### src/rtl/led_instr_issuer.sv
// led_instr_issuer: debounces four active-low keys and issues one LED-matrix instruction per press, waiting for done or timing out.
//   clk, rst        : system clock, synchronous active-high reset
//   w_key_1..4      : raw asynchronous keys, 0 = pressed
//   w_done          : controller completion pulse
//   w_start         : one-cycle request pulse
//   w_instruction   : {mode[7:0], row, column}, held until the next request
//   w_busy          : request outstanding
//   w_timeout       : one-cycle pulse when the controller never answered
module led_instr_issuer #(
    parameter int p_frequency   = 50_000_000,
    parameter int p_debounce_ms = 20,
    parameter int p_timeout_ms  = 3000,
    parameter int p_row_num     = 8,
    parameter int p_column_num  = 8,
    localparam int IW = 8 + p_row_num + p_column_num
) (
    input  logic          clk,
    input  logic          rst,
    input  logic          w_key_1,
    input  logic          w_key_2,
    input  logic          w_key_3,
    input  logic          w_key_4,
    input  logic          w_done,
    output logic          w_start,
    output logic [IW-1:0] w_instruction,
    output logic          w_busy,
    output logic          w_timeout
);
    localparam longint DB_L = longint'(p_frequency) * p_debounce_ms / 1000;
    localparam longint TO_L = longint'(p_frequency) * p_timeout_ms / 1000;
    localparam int DB = int'(DB_L);
    localparam int TO = int'(TO_L);
    localparam int DW = DB > 1 ? $clog2(DB) : 1;
    localparam int TW = TO > 1 ? $clog2(TO) : 1;

    typedef enum logic [1:0] {ST_IDLE, ST_ISSUE, ST_WAIT, ST_DONE} state_t;

    state_t          state;
    logic [3:0]      keys;
    logic [3:0]      sync_1;
    logic [3:0]      sync_2;
    logic [3:0]      deb;
    logic [3:0]      deb_q;
    logic [3:0]      ev;
    logic [DW-1:0]   db_cnt [4];
    logic [TW-1:0]   to_cnt;
    logic [IW-1:0]   enc;

    assign keys = {w_key_4, w_key_3, w_key_2, w_key_1};
    // press = debounced level fell on the previous edge; release is ignored
    assign ev   = deb_q & ~deb;

    always_comb begin
        enc = ev[0] ? {8'h01, p_row_num'(8'b0000_1000), p_column_num'(8'b0000_0100)} :
              ev[1] ? {8'h02, p_row_num'(8'b0010_0000), p_column_num'(8'b1111_1111)} :
              ev[2] ? {8'h03, p_row_num'(8'b0000_0001), p_column_num'(8'b0000_0100)} :
                      {8'h04, p_row_num'(8'b0000_1000), p_column_num'(8'b0000_0100)};
    end

    always_ff @(posedge clk) begin
        if (rst) begin
            sync_1 <= '0;
            sync_2 <= '0;
            deb    <= '1;
            deb_q  <= '1;
            for (int i = 0; i < 4; i++) db_cnt[i] <= '0;
        end else begin
            sync_1 <= keys;
            sync_2 <= sync_1;
            deb_q  <= deb;
            // any agreement with the current level restarts the stability count
            for (int i = 0; i < 4; i++) begin
                if (sync_2[i] == deb[i]) begin
                    db_cnt[i] <= '0;
                end else if (db_cnt[i] == DW'(DB - 1)) begin
                    db_cnt[i] <= '0;
                    deb[i]    <= sync_2[i];
                end else begin
                    db_cnt[i] <= db_cnt[i] + 1'b1;
                end
            end
        end
    end

    always_ff @(posedge clk) begin
        if (rst) begin
            state         <= ST_IDLE;
            w_start       <= 1'b0;
            w_busy        <= 1'b0;
            w_timeout     <= 1'b0;
            w_instruction <= '0;
            to_cnt        <= '0;
        end else begin
            w_start   <= 1'b0;
            w_timeout <= 1'b0;
            case (state)
                ST_IDLE: if (|ev) begin
                    w_instruction <= enc;
                    w_start       <= 1'b1;
                    w_busy        <= 1'b1;
                    to_cnt        <= '0;
                    state         <= ST_ISSUE;
                end
                ST_ISSUE: begin
                    to_cnt <= '0;
                    state  <= ST_WAIT;
                end
                ST_WAIT: if (w_done) begin
                    w_busy <= 1'b0;
                    state  <= ST_DONE;
                end else if (to_cnt == TW'(TO - 1)) begin
                    w_timeout <= 1'b1;
                    w_busy    <= 1'b0;
                    state     <= ST_DONE;
                end else begin
                    to_cnt <= to_cnt + 1'b1;
                end
                ST_DONE: state <= ST_IDLE;
            endcase
        end
    end
endmodule

### config.mk
export PLATFORM = sky130hd
export DESIGN_NAME = led_instr_issuer
export DESIGN_NICKNAME = d
export VERILOG_FILES = /design/src/rtl/led_instr_issuer.sv
export SDC_FILE = /design/constraint.sdc
export NUM_CORES = 1
export LEC_CHECK = 0
export CORE_MARGIN = 3
export CORE_UTILIZATION = 30
export CTS_CLUSTER_SIZE = 40
export DETAILED_ROUTE_END_ITERATION = 7
export GPL_ROUTABILITY_DRIVEN = 0
export SLEW_MARGIN = 20
export SYNTH_ARGS = -nofsm -noshare
export SYNTH_HDL_FRONTEND = slang
export SYNTH_SLANG_ARGS = --single-unit
### constraint.sdc
create_clock -name clk -period 3.2 [get_ports clk]
set_input_delay 0.48 -clock clk [delete_from_list [all_inputs] [get_ports clk]]
set_output_delay 0.48 -clock clk [all_outputs]
set_load 0.02 [all_outputs]
==> results of run 1 <==
-- Yosys cell counts, types with 3 or more instances --
| master | instances |
|---|---|
| o211ai_1 | 5 |
| and4_1 | 11 |
| edfxtp_1 | 80 |
| a21oi_1 | 18 |
| a41oi_1 | 3 |
| nor4_1 | 15 |
| nand2b_1 | 6 |
| o21ai_0 | 9 |
| nor2_1 | 108 |
| xor2_1 | 35 |
| and2_1 | 3 |
| and3_1 | 14 |
| nor4b_1 | 3 |
| a211oi_1 | 5 |
| or2_2 | 6 |
| nand3_1 | 44 |
| nor3_1 | 26 |
| mux2i_1 | 8 |
| nor2b_1 | 14 |
| clkbuf_1 | 22 |
| o21a_1 | 4 |
| a31oi_1 | 22 |
| xnor2_1 | 41 |
| buf_4 | 17 |
| a311oi_1 | 4 |
| inv_1 | 23 |
| or3_1 | 7 |
| dfxtp_1 | 56 |
| nand4_1 | 33 |
| nand2_1 | 56 |
| ha_1 | 8 |
-- sequential cells by signal, summed over array words and instances, names as in the netlist --
signal         count
state              2
w_busy             1
w_timeout          1
w_start            1
sync_1             4
deb_q              4
sync_2             4
db_cnt            80
deb                4
w_instruction      7
to_cnt            28
-- cells in the final DEF, fill, tap and decap left out, types with 4 or more instances in the layout --
| cell type | synthesis | final |
|---|---|---|
| nor2b_1 | 14 | 14 |
| clkbuf_16 | 0 | 19 |
| a31oi_1 | 22 | 22 |
| a21oi_1 | 18 | 18 |
| a311oi_1 | 4 | 4 |
| o211ai_1 | 5 | 5 |
| or2_2 | 6 | 6 |
| nor2_1 | 108 | 108 |
| nand2_1 | 56 | 56 |
| ha_1 | 8 | 8 |
| and4_1 | 11 | 11 |
| xnor2_1 | 41 | 41 |
| o21ai_0 | 9 | 9 |
| buf_4 | 17 | 7 |
| edfxtp_1 | 80 | 80 |
| o21a_1 | 4 | 4 |
| and3_1 | 14 | 14 |
| inv_1 | 23 | 23 |
| mux2i_1 | 8 | 8 |
| conb_1 | 2 | 90 |
| nand2b_1 | 6 | 6 |
| nand4_1 | 33 | 33 |
| clkdlybuf4s50_1 | 0 | 23 |
| or3_1 | 7 | 7 |
| nor4_1 | 15 | 15 |
| nor3_1 | 26 | 26 |
| a211oi_1 | 5 | 5 |
| xor2_1 | 35 | 35 |
| nand3_1 | 44 | 44 |
| dfxtp_1 | 56 | 56 |
-- where the power goes --
| part | internal (W) | total (W) | switching (W) |
|---|---|---|---|
| registers | 0.00194 | 0.00201 | 0.0000736 |
| clock network | 0.00128 | 0.00204 | 0.000753 |
| logic | 0.0000746 | 0.000185 | 0.000111 |
-- cell type report --
type                       count  area, sq um  area share (%)
clock buffer                  23        510.5           6.038
clock inverter                 9        106.4           1.258
inverter                      24        90.09           1.066
multi-input combinational    619         3530           41.75
sequential                   136         3523           41.68
tap                          313        391.6           4.632
timing repair buffer          31        302.8           3.581
-- through the flow --
stage	utilization [%]	setup WS (ns)
floorplan	-	1.101
CTS	37.00	0.6570
detailed placement	34.30	0.6441
finish	37.00	0.7121
global route	37.00	0.4080
global placement	34.30	0.7604
-- cells by family after synthesis --
family                     after synthesis  share of synthesized area [%]
and+or+nand+nor                        353                          25.25
DFF                                    136                          50.00
xor gates and xnor gates                76                          9.446
other                                    2                         0.1066
adders and majority gates                8                          1.421
AOI/OAI and AO/OA                       84                          8.044
buffers and inverters                   67                          4.599
muxes                                    8                          1.136
-- worst min path at each step --
| stage | start | to | cells past startpoint |
|---|---|---|---|
| finish | sync_1[0]$_SDFF_PP0_ | sync_2[0]$_SDFF_PP0_ | 1 |
| global route | sync_1[2]$_SDFF_PP0_ | sync_2[2]$_SDFF_PP0_ | 1 |
| CTS | sync_1[0]$_SDFF_PP0_ | sync_2[0]$_SDFF_PP0_ | 1 |
| detailed placement | sync_1[0]$_SDFF_PP0_ | sync_2[0]$_SDFF_PP0_ | 1 |
| global placement | sync_1[0]$_SDFF_PP0_ | sync_2[0]$_SDFF_PP0_ | 1 |
| floorplan | sync_1[0]$_SDFF_PP0_ | sync_2[0]$_SDFF_PP0_ | 1 |
-- metal layers --
| layer | global-route usage [%] | routed length [um] | vias to the layer above |
|---|---|---|---|
| met5 | 0 | 0 | - |
| met4 | 4.099 | 179 | 0 |
| met3 | 3.278 | 591 | 15 |
| met2 | 18.48 | 6462 | 87 |
| met1 | 14.90 | 6964 | 2516 |
| li1 | - | - | 2741 |
==> results.toml, run 1 <==
[run_status]
outcome = "completed"

[grt]
grt_max_degree = 36
grt-ovfl-total = 0
track_usage_pct = 11.52
grt_pass1_wl_mm = 24.08
grt_pass1_vias = 4988
antenna_found_initial = 0

[sta]
rsz0062_at_grt = "false"
finalHoldViolations = 0
final.period_utilization_pct = 77.75
fmax_ghz = 0.4019
fin_worst_skew_ns = 0.009078
setup_violations = 0
maxSlewHeadroom_pct = 32.16
tightest_slew_ns = 1.008
whs_ns = 0.4353
fin_crit_ns = 2.488
fin_tns_setup_ns = 0
slew_viol_final = 0

[synthesis]
synthFlopType = "edfxtp_1"
synthArstFlopShare_pct = 0
synth.distinct_cells = 54
syn_inst = 734
netlist_area_sq_mm = 0.007047
avgSynthCellArea_sq_um = 9.600
yosysWarnings = 0
synth_top_area_share_pct = 34.09
synth_top_cell_by_area = "edfxtp_1"
synthTopCellsByArea = "edfxtp_1 (34%), dfxtp_1 (16%), nor2_1 (5.8%), xnor2_1 (5.1%), xor2_1 (4.4%)"
ys_seq_elements = 136
synth-edff-count = 80
seq_area_frac_synth_pct = 50.00

[floorplan]
core_sq_mm = 0.02285
die_h_um = 159.3
pin_count = 34
start_util_pct = 30.84
die_area_sq_mm = 0.02536
rows = 55
die_w_um = 159.3

[final_layout]
syn2layout_area_growth_pct = 19.98
antenna_cells = 0
post_route_cells_drive_above_1_share_pct = 5.701
fin_cells = 1155
stdcell_area_sq_mm = 0.008454
fin_nets = 844
num-fill-cells = 2372

[worst_setup_path]
max_stage_delay_ns = 0.65
path_buf_inv = 0
rr_endpoint = "db_cnt[2][11]$_SDFFCE_PN0P_"
end_kind = "flop"
path_delay_family = "simple AND/OR/NAND/NOR gates"
reg2reg_depth = 6
startpoint = "db_cnt[2][0]$_SDFFCE_PN0P_"
cp.required_ns = 3.35
arrival_ns = 2.63
crit-reg2reg-launch = "db_cnt[2][0]$_SDFFCE_PN0P_"
endpoint = "db_cnt[2][11]$_SDFFCE_PN0P_"
cp_num_cells = 6
rrSetupSlack_ns = 0.71
slowest_stage = "or3_1"
critPathKind = "flop to flop"
start_kind = "flop"
cp_max_fo = 20
crit_chain = "ha_1 > and4_1 > nand2_1 > nor4_1 > or3_1 > nor2_1"

[power_and_ir_drop]
vdd_drop_max_mv = 0.3545
total_power_w = 0.004233
leakage_nw = 2.933
p_per_area_mw_per_mm2 = 500.6

[detailed_routing]
ant_nets = 0
wl_per_cell_um = 12.29
wl_mm = 14.20
drt-initial-drc-count = 402
via_count = 5359
avgViaCountPerCell = 4.640
first_pass_iters = 5
drc_errors = 0

[place]
portBuffers = 23
place_area_sq_mm = 0.007838
dp_cells = 1123
dpl.hpwl_mm = 9.819

[min_path]
hp-class = "flop to flop"

[clock_network]
clock_sinks = 136
clock_latency_ns = 0.42
postCtsHoldBufs = 0
tritoncts = "yes"
cts_root_buf = "clkbuf_16"
cts_made_buffers = 17
clockBufferDepth = 2
postCtsSetupBuffers = 0
cts_resized = 0
clk_pin_slew_ns = 0.06
htreeDepth = 4

[run]
maxCapViolCount = 0
Note: power is estimated with default switching activity, not from simulation.
==> run 2, diff against run 1 <==
==> constraint.sdc (replaced) <==
create_clock -name clk -period 2.4 [get_ports clk]
set_input_delay 0.36 -clock clk [delete_from_list [all_inputs] [get_ports clk]]
set_output_delay 0.36 -clock clk [all_outputs]
set_load 0.02 [all_outputs]
==> run 2 against run 1 <==
Global-route usage grew 0.053 points. Cell area rose by 1.1%. Die area stayed put. Sequential power grew 33%. Final cell count grew 1.8%. Sequential share of layout area shrank 0.44 points. Critical path depth fell by 1. First-iteration DRC count increased by 4.7%. Hold slack gained 0.0020 ns. Critical endpoint is now state[0]$_SDFFE_PP0P_.
==> results.toml, run 2 (synthesis gave the netlist of run 1 again) <==
[sta]
tightest_slew_ns = 0.5706
slew_viol_final = 0
fmax_ghz = 0.4460
rsz0062_at_grt = "false"
fin_worst_skew_ns = 0.01152
maxSlewHeadroom_pct = 61.67
fin_crit_ns = 2.242
finalHoldViolations = 0
fin_tns_setup_ns = 0
whs_ns = 0.4373
setup_violations = 0
final.period_utilization_pct = 93.43

[worst_setup_path]
critPathKind = "flop to flop"
cp_max_fo = 18
arrival_ns = 2.60
start_kind = "flop"
cp.required_ns = 2.76
end_kind = "flop"

[final_layout]
antenna_cells = 0
final-seq-area_sq_mm = 0.003523
syn2layout_area_growth_pct = 21.25
num-fill-cells = 2350
fin_nets = 867
largest_reg_flops = 80
layout_common_cells = "nor2_1 (108), conb_1 (90), edfxtp_1 (80)"
post_route_cells_drive_above_1_share_pct = 7.532
multiInputGateArea_sq_mm = 0.003530
regMostFlops = "db_cnt"
reg_top3 = "db_cnt x80, to_cnt x28, w_instruction x7"
layout_commonest_cell = "nor2_1"

[floorplan]
die_w_um = 159.3
die_area_sq_mm = 0.02536
start_util_pct = 30.84
core_sq_mm = 0.02285
die_h_um = 159.3
pin_count = 34
rows = 55

[clock_network]
postCtsHoldBufs = 0
tritoncts = "yes"
postCtsSetupBuffers = 0
cts_root_buf = "clkbuf_16"
clock_latency_ns = 0.42
clockBufferDepth = 2
clk_pin_slew_ns = 0.06
cts_made_buffers = 17
htreeDepth = 4
clock_sinks = 136
cts_resized = 0

[power_and_ir_drop]
total_power_w = 0.005349
vdd_drop_max_mv = 0.4809
p_per_area_mw_per_mm2 = 626.0
leakage_nw = 3.005

[grt]
antenna_found_initial = 0
grt_pass1_vias = 5024
grt_pass1_wl_mm = 24.28
grt_max_degree = 36
track_usage_pct = 11.57
grt-ovfl-total = 0

[detailed_routing]
via_count = 5407
drc_errors = 0
avgViaCountPerCell = 4.598
first_pass_iters = 5
wl_per_cell_um = 12.44
drt-initial-drc-count = 421
wl_mm = 14.62
ant_nets = 0

[min_path]
hp-class = "flop to flop"

[run]
maxCapViolCount = 0

[place]
portBuffers = 23
dpl.hpwl_mm = 10.21

[run_status]
outcome = "completed"
run 2: per-layer routing:
layer / global-route usage [%] / vias up / part of all wire [%]
li1: - / 2782 / -
met1: 15.45 / 2503 / 49
met2: 18.13 / 102 / 45
met3: 2.601 / 20 / 4.2
met4: 4.855 / 0 / 1.7
met5: 0 / - / 0
run 2: power by group:
group / leakage, nW / internal [W] / switching [W] / total, W
Sequential: 1.27 / 0.00258 / 0.0000984 / 0.00268
Combinational: 1.47 / 0.000107 / 0.000150 / 0.000257
Clock: 0.264 / 0.00149 / 0.000923 / 0.00241
run 2: final cells by class:
cell class	count	share of cell area, %
Multi-Input combinational cell	619	41.31
Sequential cell	136	41.24
Clock buffer	25	5.682
Timing Repair Buffer	54	5.565
Tap cell	313	4.583
Inverter	24	1.054
Clock inverter	5	0.5711
run 2: worst paths after layout:
check / startpoint / endpoint / slack (ns) / cells after the start
setup / recovery: to_cnt[20]$_SDFFE_PP0P_ / state[0]$_SDFFE_PP0P_ / 0.16 / 5
hold / removal: sync_1[0]$_SDFF_PP0_ / sync_2[0]$_SDFF_PP0_ / 0.44 / 1
setup reg to reg: to_cnt[20]$_SDFFE_PP0P_ / state[0]$_SDFFE_PP0P_ / 0.16 / 5
hold reg to reg: sync_1[0]$_SDFF_PP0_ / sync_2[0]$_SDFF_PP0_ / 0.44 / 1
run 2: metrics by stage:
step / setup slack, ns / instance area, sq um / instances / utilization (%)
final: 0.1577 / 8544 / 1176 / 37.40
after global routing: 0.04532 / 8544 / 1176 / 37.40
after CTS: 0.1679 / 8544 / 1176 / 37.40
after detailed placement: 0.1792 / 8010 / 1146 / 35.06
after global placement: 0.2098 / 8010 / 1146 / 35.06
after floorplan: 0.3008 / 7377 / 822 / -
run 2: worst max-delay path, cell delays in order, from the launching register on:
cell     delay, ns
dfxtp_1       0.39
and4_1        0.22
or4b_4        0.49
or4_4         0.58
a32oi_2       0.29
o221a_1       0.22
